<file path="src/rtl/cla_pkg.sv">
// Shared sizing constants and the per-group propagate/generate reduction
// used by the carry-lookahead pipeline.
package cla_pkg;

  localparam int unsigned N     = 16;
  localparam int unsigned GROUP = 4;
  localparam int unsigned NGRP  = N / GROUP;

  // Returns {GP, GG} for one GROUP-bit slice; GG folds from the bottom bit up.
  function automatic logic [1:0] grp_pg(input logic [GROUP-1:0] p_slice,
                                        input logic [GROUP-1:0] g_slice);
    logic gg;
    gg = 1'b0;
    for (int i = 0; i < int'(GROUP); i++) begin
      gg = g_slice[i] | (p_slice[i] & gg);
    end
    return {&p_slice, gg};
  endfunction

endpackage

</file>
<file path="src/rtl/cla_group_pg.sv">
// Combinational group propagate/generate for one lookahead group.
module cla_group_pg #(
  parameter int unsigned GROUP = cla_pkg::GROUP
) (
  input  logic [GROUP-1:0] p_i,
  input  logic [GROUP-1:0] g_i,
  output logic             gp_o,
  output logic             gg_o
);
  import cla_pkg::grp_pg;

  // The package helper is fixed to the default group width; other widths fold locally.
  if (GROUP == cla_pkg::GROUP) begin : g_pkg
    assign {gp_o, gg_o} = grp_pg(p_i, g_i);
  end else begin : g_loop
    always_comb begin
      gg_o = 1'b0;
      for (int i = 0; i < int'(GROUP); i++) begin
        gg_o = g_i[i] | (p_i[i] & gg_o);
      end
      gp_o = &p_i;
    end
  end

endmodule

</file>
<file path="src/rtl/cla_carry_pipe.sv">
// Two-stage carry-lookahead back end: S1 captures p/g/cin and group P/G,
// S2 resolves all carries and registers sum, cout and the group terms.
module cla_carry_pipe #(
  parameter  int unsigned N     = cla_pkg::N,
  parameter  int unsigned GROUP = cla_pkg::GROUP,
  localparam int unsigned NGRP  = N / GROUP
) (
  input  logic            clk,
  input  logic            rst,
  input  logic            in_valid,
  output logic            in_ready,
  input  logic [N-1:0]    p,
  input  logic [N-1:0]    g,
  input  logic            cin,
  output logic            out_valid,
  input  logic            out_ready,
  output logic [N-1:0]    sum,
  output logic            cout,
  output logic [NGRP-1:0] group_p,
  output logic [NGRP-1:0] group_g
);

  logic [NGRP-1:0] gp_c, gg_c;

  logic            s1_valid_q, s1_valid_d;
  logic [N-1:0]    s1_p_q, s1_p_d;
  logic [N-1:0]    s1_g_q, s1_g_d;
  logic            s1_cin_q, s1_cin_d;
  logic [NGRP-1:0] s1_gp_q, s1_gp_d;
  logic [NGRP-1:0] s1_gg_q, s1_gg_d;

  logic            s2_valid_q, s2_valid_d;
  logic [N-1:0]    sum_q, sum_d;
  logic            cout_q, cout_d;
  logic [NGRP-1:0] grp_p_q, grp_p_d;
  logic [NGRP-1:0] grp_g_q, grp_g_d;

  logic            s2_adv, s1_adv;
  logic [NGRP:0]   grp_c;
  logic [N-1:0]    bit_c;

  for (genvar k = 0; k < int'(NGRP); k++) begin : g_grp
    cla_group_pg #(.GROUP(GROUP)) u_pg (
      .p_i  (p[k*GROUP +: GROUP]),
      .g_i  (g[k*GROUP +: GROUP]),
      .gp_o (gp_c[k]),
      .gg_o (gg_c[k])
    );
  end

  // A stage may advance when it is empty or the stage after it advances.
  always_comb begin
    s2_adv = !s2_valid_q || out_ready;
    s1_adv = !s1_valid_q || s2_adv;
  end

  assign in_ready = s1_adv;

  // Group carries by lookahead, then ripple inside each group from its group carry.
  always_comb begin
    grp_c    = '0;
    bit_c    = '0;
    grp_c[0] = s1_cin_q;
    for (int k = 0; k < int'(NGRP); k++) begin
      grp_c[k+1] = s1_gg_q[k] | (s1_gp_q[k] & grp_c[k]);
    end
    for (int k = 0; k < int'(NGRP); k++) begin
      for (int j = 0; j < int'(GROUP); j++) begin
        if (j == 0) begin
          bit_c[k*GROUP] = grp_c[k];
        end else begin
          bit_c[k*GROUP+j] = s1_g_q[k*GROUP+j-1] | (s1_p_q[k*GROUP+j-1] & bit_c[k*GROUP+j-1]);
        end
      end
    end
  end

  always_comb begin
    s1_valid_d = s1_valid_q;
    s1_p_d     = s1_p_q;
    s1_g_d     = s1_g_q;
    s1_cin_d   = s1_cin_q;
    s1_gp_d    = s1_gp_q;
    s1_gg_d    = s1_gg_q;
    s2_valid_d = s2_valid_q;
    sum_d      = sum_q;
    cout_d     = cout_q;
    grp_p_d    = grp_p_q;
    grp_g_d    = grp_g_q;

    if (s1_adv) begin
      s1_valid_d = in_valid;
      if (in_valid) begin
        s1_p_d   = p;
        s1_g_d   = g;
        s1_cin_d = cin;
        s1_gp_d  = gp_c;
        s1_gg_d  = gg_c;
      end
    end

    if (s2_adv) begin
      s2_valid_d = s1_valid_q;
      if (s1_valid_q) begin
        sum_d   = s1_p_q ^ bit_c;
        cout_d  = grp_c[NGRP];
        grp_p_d = s1_gp_q;
        grp_g_d = s1_gg_q;
      end
    end
  end

  always_ff @(posedge clk) begin
    if (rst) begin
      s1_valid_q <= 1'b0;
      s1_p_q     <= '0;
      s1_g_q     <= '0;
      s1_cin_q   <= 1'b0;
      s1_gp_q    <= '0;
      s1_gg_q    <= '0;
      s2_valid_q <= 1'b0;
      sum_q      <= '0;
      cout_q     <= 1'b0;
      grp_p_q    <= '0;
      grp_g_q    <= '0;
    end else begin
      s1_valid_q <= s1_valid_d;
      s1_p_q     <= s1_p_d;
      s1_g_q     <= s1_g_d;
      s1_cin_q   <= s1_cin_d;
      s1_gp_q    <= s1_gp_d;
      s1_gg_q    <= s1_gg_d;
      s2_valid_q <= s2_valid_d;
      sum_q      <= sum_d;
      cout_q     <= cout_d;
      grp_p_q    <= grp_p_d;
      grp_g_q    <= grp_g_d;
    end
  end

  assign out_valid = s2_valid_q;
  assign sum       = sum_q;
  assign cout      = cout_q;
  assign group_p   = grp_p_q;
  assign group_g   = grp_g_q;

endmodule

</file>
<file path="config.mk">
export PLATFORM = sky130hd
export DESIGN_NAME = cla_carry_pipe
export DESIGN_NICKNAME = d
export VERILOG_FILES = /design/src/rtl/cla_pkg.sv /design/src/rtl/cla_group_pg.sv /design/src/rtl/cla_carry_pipe.sv
export SDC_FILE = /design/constraint.sdc
export NUM_CORES = 1
export LEC_CHECK = 0
export BUFFER_PORTS_ARGS = -buffer_cell sky130_fd_sc_hd__buf_2
export CORE_MARGIN = 8
export CORE_UTILIZATION = 57
export CTS_CLUSTER_SIZE = 40
export DETAILED_ROUTE_END_ITERATION = 10
export GPL_TIMING_DRIVEN = 0
export PLACE_DENSITY = 0.85
export SLEW_MARGIN = 15
export SYNTH_ARGS = -nofsm -noshare
export SYNTH_HDL_FRONTEND = slang
export SYNTH_HIERARCHICAL = 1
export SYNTH_SLANG_ARGS = --single-unit
</file>
<file path="constraint.sdc">
create_clock -name clk -period 4.61 [get_ports clk]
set_input_delay 0.2305 -clock clk [delete_from_list [all_inputs] [get_ports clk]]
set_output_delay 0.2305 -clock clk [all_outputs]
set_load 0.02 [all_outputs]
</file>
==> impl_summary.txt <==
----------------------------------------------------
[Global routing]
  Pin count of the biggest net entering global routing ... 11
  Via count of the first global-routing pass ... about 2,500
  Tot GR Track Use ... about a fifth
  Initial antenna violation count ... 0
  Final global-route overflow total ... 0
  Global-route wire length before repair ... about 12,000 um

[Synth]
  Post-synth top area share ... a little under half
  Cell area after technology mapping ... about 0.0028 mm^2
  Post-Syn Area per Cell ... ~8.6 um^2
  Library cell with the largest summed area after synthesis ... sky130_fd_sc_hd__dfxtp_1
  Count of synthesis-stage warnings from yosys ... 6
  Post-synthesis cell type count ... 28
  Syn Inst Count ... 330
  Nets in the synthesized netlist ... 379
  Ranking of synthesized cells by area ... sky130_fd_sc_hd__dfxtp_1, sky130_fd_sc_hd__nand2_1, sky130_fd_sc_hd__a21oi_2
  Sequential area share after synthesis ... approximately 45%
  Total of flip-flops plus latches after synthesis ... 64

[Clock tree]
  Clock-pin slew reported for the worst setup and hold paths after clock tree synthesis ... approximately 0.07 ns
  CTS resizes ... 0
  Inserted Clock Buffers ... 9
  Post-CTS setup buffer count ... 0
  Skew-Pair Late Insertion Delay ... around 0.34 ns
  TritonCTS sink count ... 64
  Max Buffers Root-to-Sink ... 2
  Number of levels the H-tree was split into ... 3
  Clock root buffer ... sky130_fd_sc_hd__clkbuf_8
  Hold_buf cts ... 0
  TritonCTS clock tree ... done

[Die]
  Initial cell density of the core ... ~59%
  Die footprint ... 0.007465 mm^2
  Floorplan die width ... 86.40 um
  Cell row count ... 25
  Die Height ... about 86 um
  Area of the placeable core ... approximately 0.0048 mm^2
  I/O pin count ... 64

[Timing]
  Final worst slack ... 1.998 ns
  Max-slew violation count ... 0
  Max Clk Rate ... about 380 MHz
  Setup TNS ... 0 ns
  Number of setup violations in the final report ... 0
  Final period utilization ... a little under three fifths
  Worst max-slew margin expressed relative to the limit ... between 40% and 50%
  Slew at the pin closest to its max-slew limit ... slightly above 0.8 ns
  Final Hold Vio Count ... 0
  WHS ... between 0.1 and 0.15 ns
  Setup repair after global routing missed its margin ... false
  Clock period minus worst slack ... 2.612 ns
  Clk_skew ... roughly 0.011 ns

[Min path]
  Type of the tightest min-delay check ... primary input to flip-flop
  End point of the worst hold path ... s1_g_q[4]
  Count of cells along the worst hold path ... 3
  Critical hold path startpoint ... g[4]

[Placed design]
  Post-placement worst setup slack ... 2.072 ns
  DPL Wire Length ... around 5300 um
  Weighted congestion at the end of routability-driven global placement ... roughly 0.84
  Count of input and output buffers ... between 60 and 70
  Placed Cells ... roughly 460

[Finish]
  Antenna Diode Count ... 0
  Filler Cells Inserted ... 377
  Synth-to-Final Area Change ... 21.52%
  Post-layout nets ... roughly 450
  Final cell count without fillers ... between 400 and 500
  Fraction of final layout cells with drive strength greater than 1 ... between 30% and 40%
  Core occupancy in the finished layout ... 72.21%

[Detailed routing]
  Total wirelength of the detailed-routed design ... between 7000 and 8000 um
  Drt drc ... 0
  Average wire length per cell after detail routing ... between 15 and 20 um
  Antenna viol nets, final ... 0
  Via density per instance ... approximately 5.3
  Initial DRC Count ... 142
  Pre-antenna DRT Iters ... 5
  Via Count ... between 2,000 and 3,000

[Critical path]
  Cells on worst reg2reg path ... 12
  Critical path class ... flip-flop to flip-flop
  Setup crit end kind ... flip-flop
  Worst reg2reg endpoint ... sum[15]
  Cell-by-cell listing of the critical path ... a21o_1, a21o_1, a21o_1, ha_1, or2_2, ha_1, or2_2, ha_1, nor2_1, xnor2_1, nand2_1, a21oi_1
  Worst-path maximum fanout ... 3
  Startpoint of the worst register-to-register path ... s1_gp_q[0]
  Required time of the critical path ... around 5 ns
  Delay contributed by the slowest stage of the critical path ... 0.32 ns
  Cell type of the slowest stage on the worst timing path ... sky130_fd_sc_hd__dfxtp_1
  Arrival @ worst endpoint ... ~2.9 ns
  Setup slack, reg-to-reg ... between 1.5 and 2 ns
  Count of buffer and inverter cells on the critical path ... 0
  Kind of cell with the highest combined delay on the critical path ... compound AO/OA/AOI/OAI gates
  Sort of element at the start of the critical path ... flip-flop

[Run]
  Max-cap violations ... 0

[Run status]
  Result of the run ... finished clean

[Power]
  Maximum ir drop on the vdd rail ... ~0.18 mV
  PwrDens ... around 370 mW/mm^2
  Leakage dissipation ... approximately 1.5 nW

----------------------------------------------------
[placed cells by master (no fill, tap or decap), drive strengths merged]
cell type | netlist | layout
nor3b | 1 | 1
o2bb2ai | 1 | 1
mux2i | 1 | 1
buf | 17 | 79
clkinv | 0 | 1
bufinv | 0 | 2
and4 | 4 | 4
inv | 1 | 1
a21oi | 71 | 71
nand2 | 127 | 127
a21o | 3 | 3
ha | 12 | 12
clkbuf | 2 | 15
xnor2 | 4 | 4
dfxtp | 64 | 64
nor2b | 1 | 1
nand2b | 1 | 1
or2 | 8 | 8
nor2 | 6 | 6
o21ai | 4 | 4
nand3b | 1 | 1
and2b | 1 | 1
[how the worst max path moves through the flow]
stage          startpoint       to  slack (ns)  depth (start not counted)
2_1_floorplan  s1_gp_q[0]  sum[15]        2.28                         12
3_3_place_gp     s1_cin_q  sum[15]        2.09                         12
3_5_place_dp   s1_gp_q[0]  sum[15]        2.07                         12
4_1_cts        s1_gp_q[0]  sum[15]        2.00                         12
5_1_grt        s1_gp_q[0]  sum[15]        1.88                         12
6_report       s1_gp_q[0]  sum[15]        2.00                         12
[worst reg2reg max path, stage by stage, from the launching register on]
cell	delay [ns]
sky130_fd_sc_hd__dfxtp_1	0.32
sky130_fd_sc_hd__a21o_1	0.21
sky130_fd_sc_hd__a21o_1	0.20
sky130_fd_sc_hd__a21o_1	0.22
sky130_fd_sc_hd__ha_1	0.19
sky130_fd_sc_hd__or2_2	0.27
sky130_fd_sc_hd__ha_1	0.18
sky130_fd_sc_hd__or2_2	0.27
sky130_fd_sc_hd__ha_1	0.18
sky130_fd_sc_hd__nor2_1	0.12
sky130_fd_sc_hd__xnor2_1	0.14
sky130_fd_sc_hd__nand2_1	0.08
sky130_fd_sc_hd__a21oi_1	0.14
[synthesized netlist by cell type (all sizes together)]
master	instances
nor3b	1
buf	17
nor2b	1
or2	8
and2b	1
nand3b	1
clkbuf	2
and4	4
a21o	3
xnor2	4
nor2	6
mux2i	1
o21ai	4
a21oi	71
ha	12
nand2	127
dfxtp	64
o2bb2ai	1
nand2b	1
inv	1
[registers in the layout, indices dropped and copies added (netlist names), 4 cells and up]
register  cells
group_p       4
s1_gp_q       4
sum          16
s1_g_q       12
s1_p_q       16
s1_gg_q       4
group_g       4
[layout make-up]
type                    count  area (um^2)  area share, %
flip-flops and latches     64         1281          37.32
repair buffers             62        310.3          9.038
clock inverters             3        65.06          1.895
inverters                   1        3.754         0.1093
plain buffers              19        156.4          4.555
multi-input cells         246         1384          40.31
clock buffers              13        148.9          4.337
well taps                  67        83.83          2.442
[routing by layer]
metal  up-vias  wire, um  track usage, %
met5         -         0               0
met2       103      3628           33.82
li1       1230         -               -
met1      1157      3054           23.20
met4         0       189           11.42
met3        19       548           5.009
[stage by stage]
stage / power, mW / instance area, um^2
final: 1.285 / 3433
after global routing: 1.328 / 3433
after CTS: 1.285 / 3433
after detailed placement: 0.7677 / 3219
after global placement: 0.7627 / 3219
after floorplan: 0.7106 / 2825
[power by group]
| group | switching, mW | internal, mW | leakage, nW |
|---|---|---|---|
| Clock | 0.206 | 0.319 | 0.108 |
| Sequential | 0.0172 | 0.579 | 0.524 |
| Combinational | 0.0976 | 0.0651 | 0.882 |
[cells by family after synthesis]
| group | synth area share (%) |
|---|---|
| fa+ha+maj | 5.314 |
| simple gates | 23.83 |
| compound gates | 18.25 |
| xor+xnor | 1.240 |
| buf+inv | 5.669 |
| mux | 0.3543 |
| flops | 45.35 |
(Power assumes the default switching activity.)
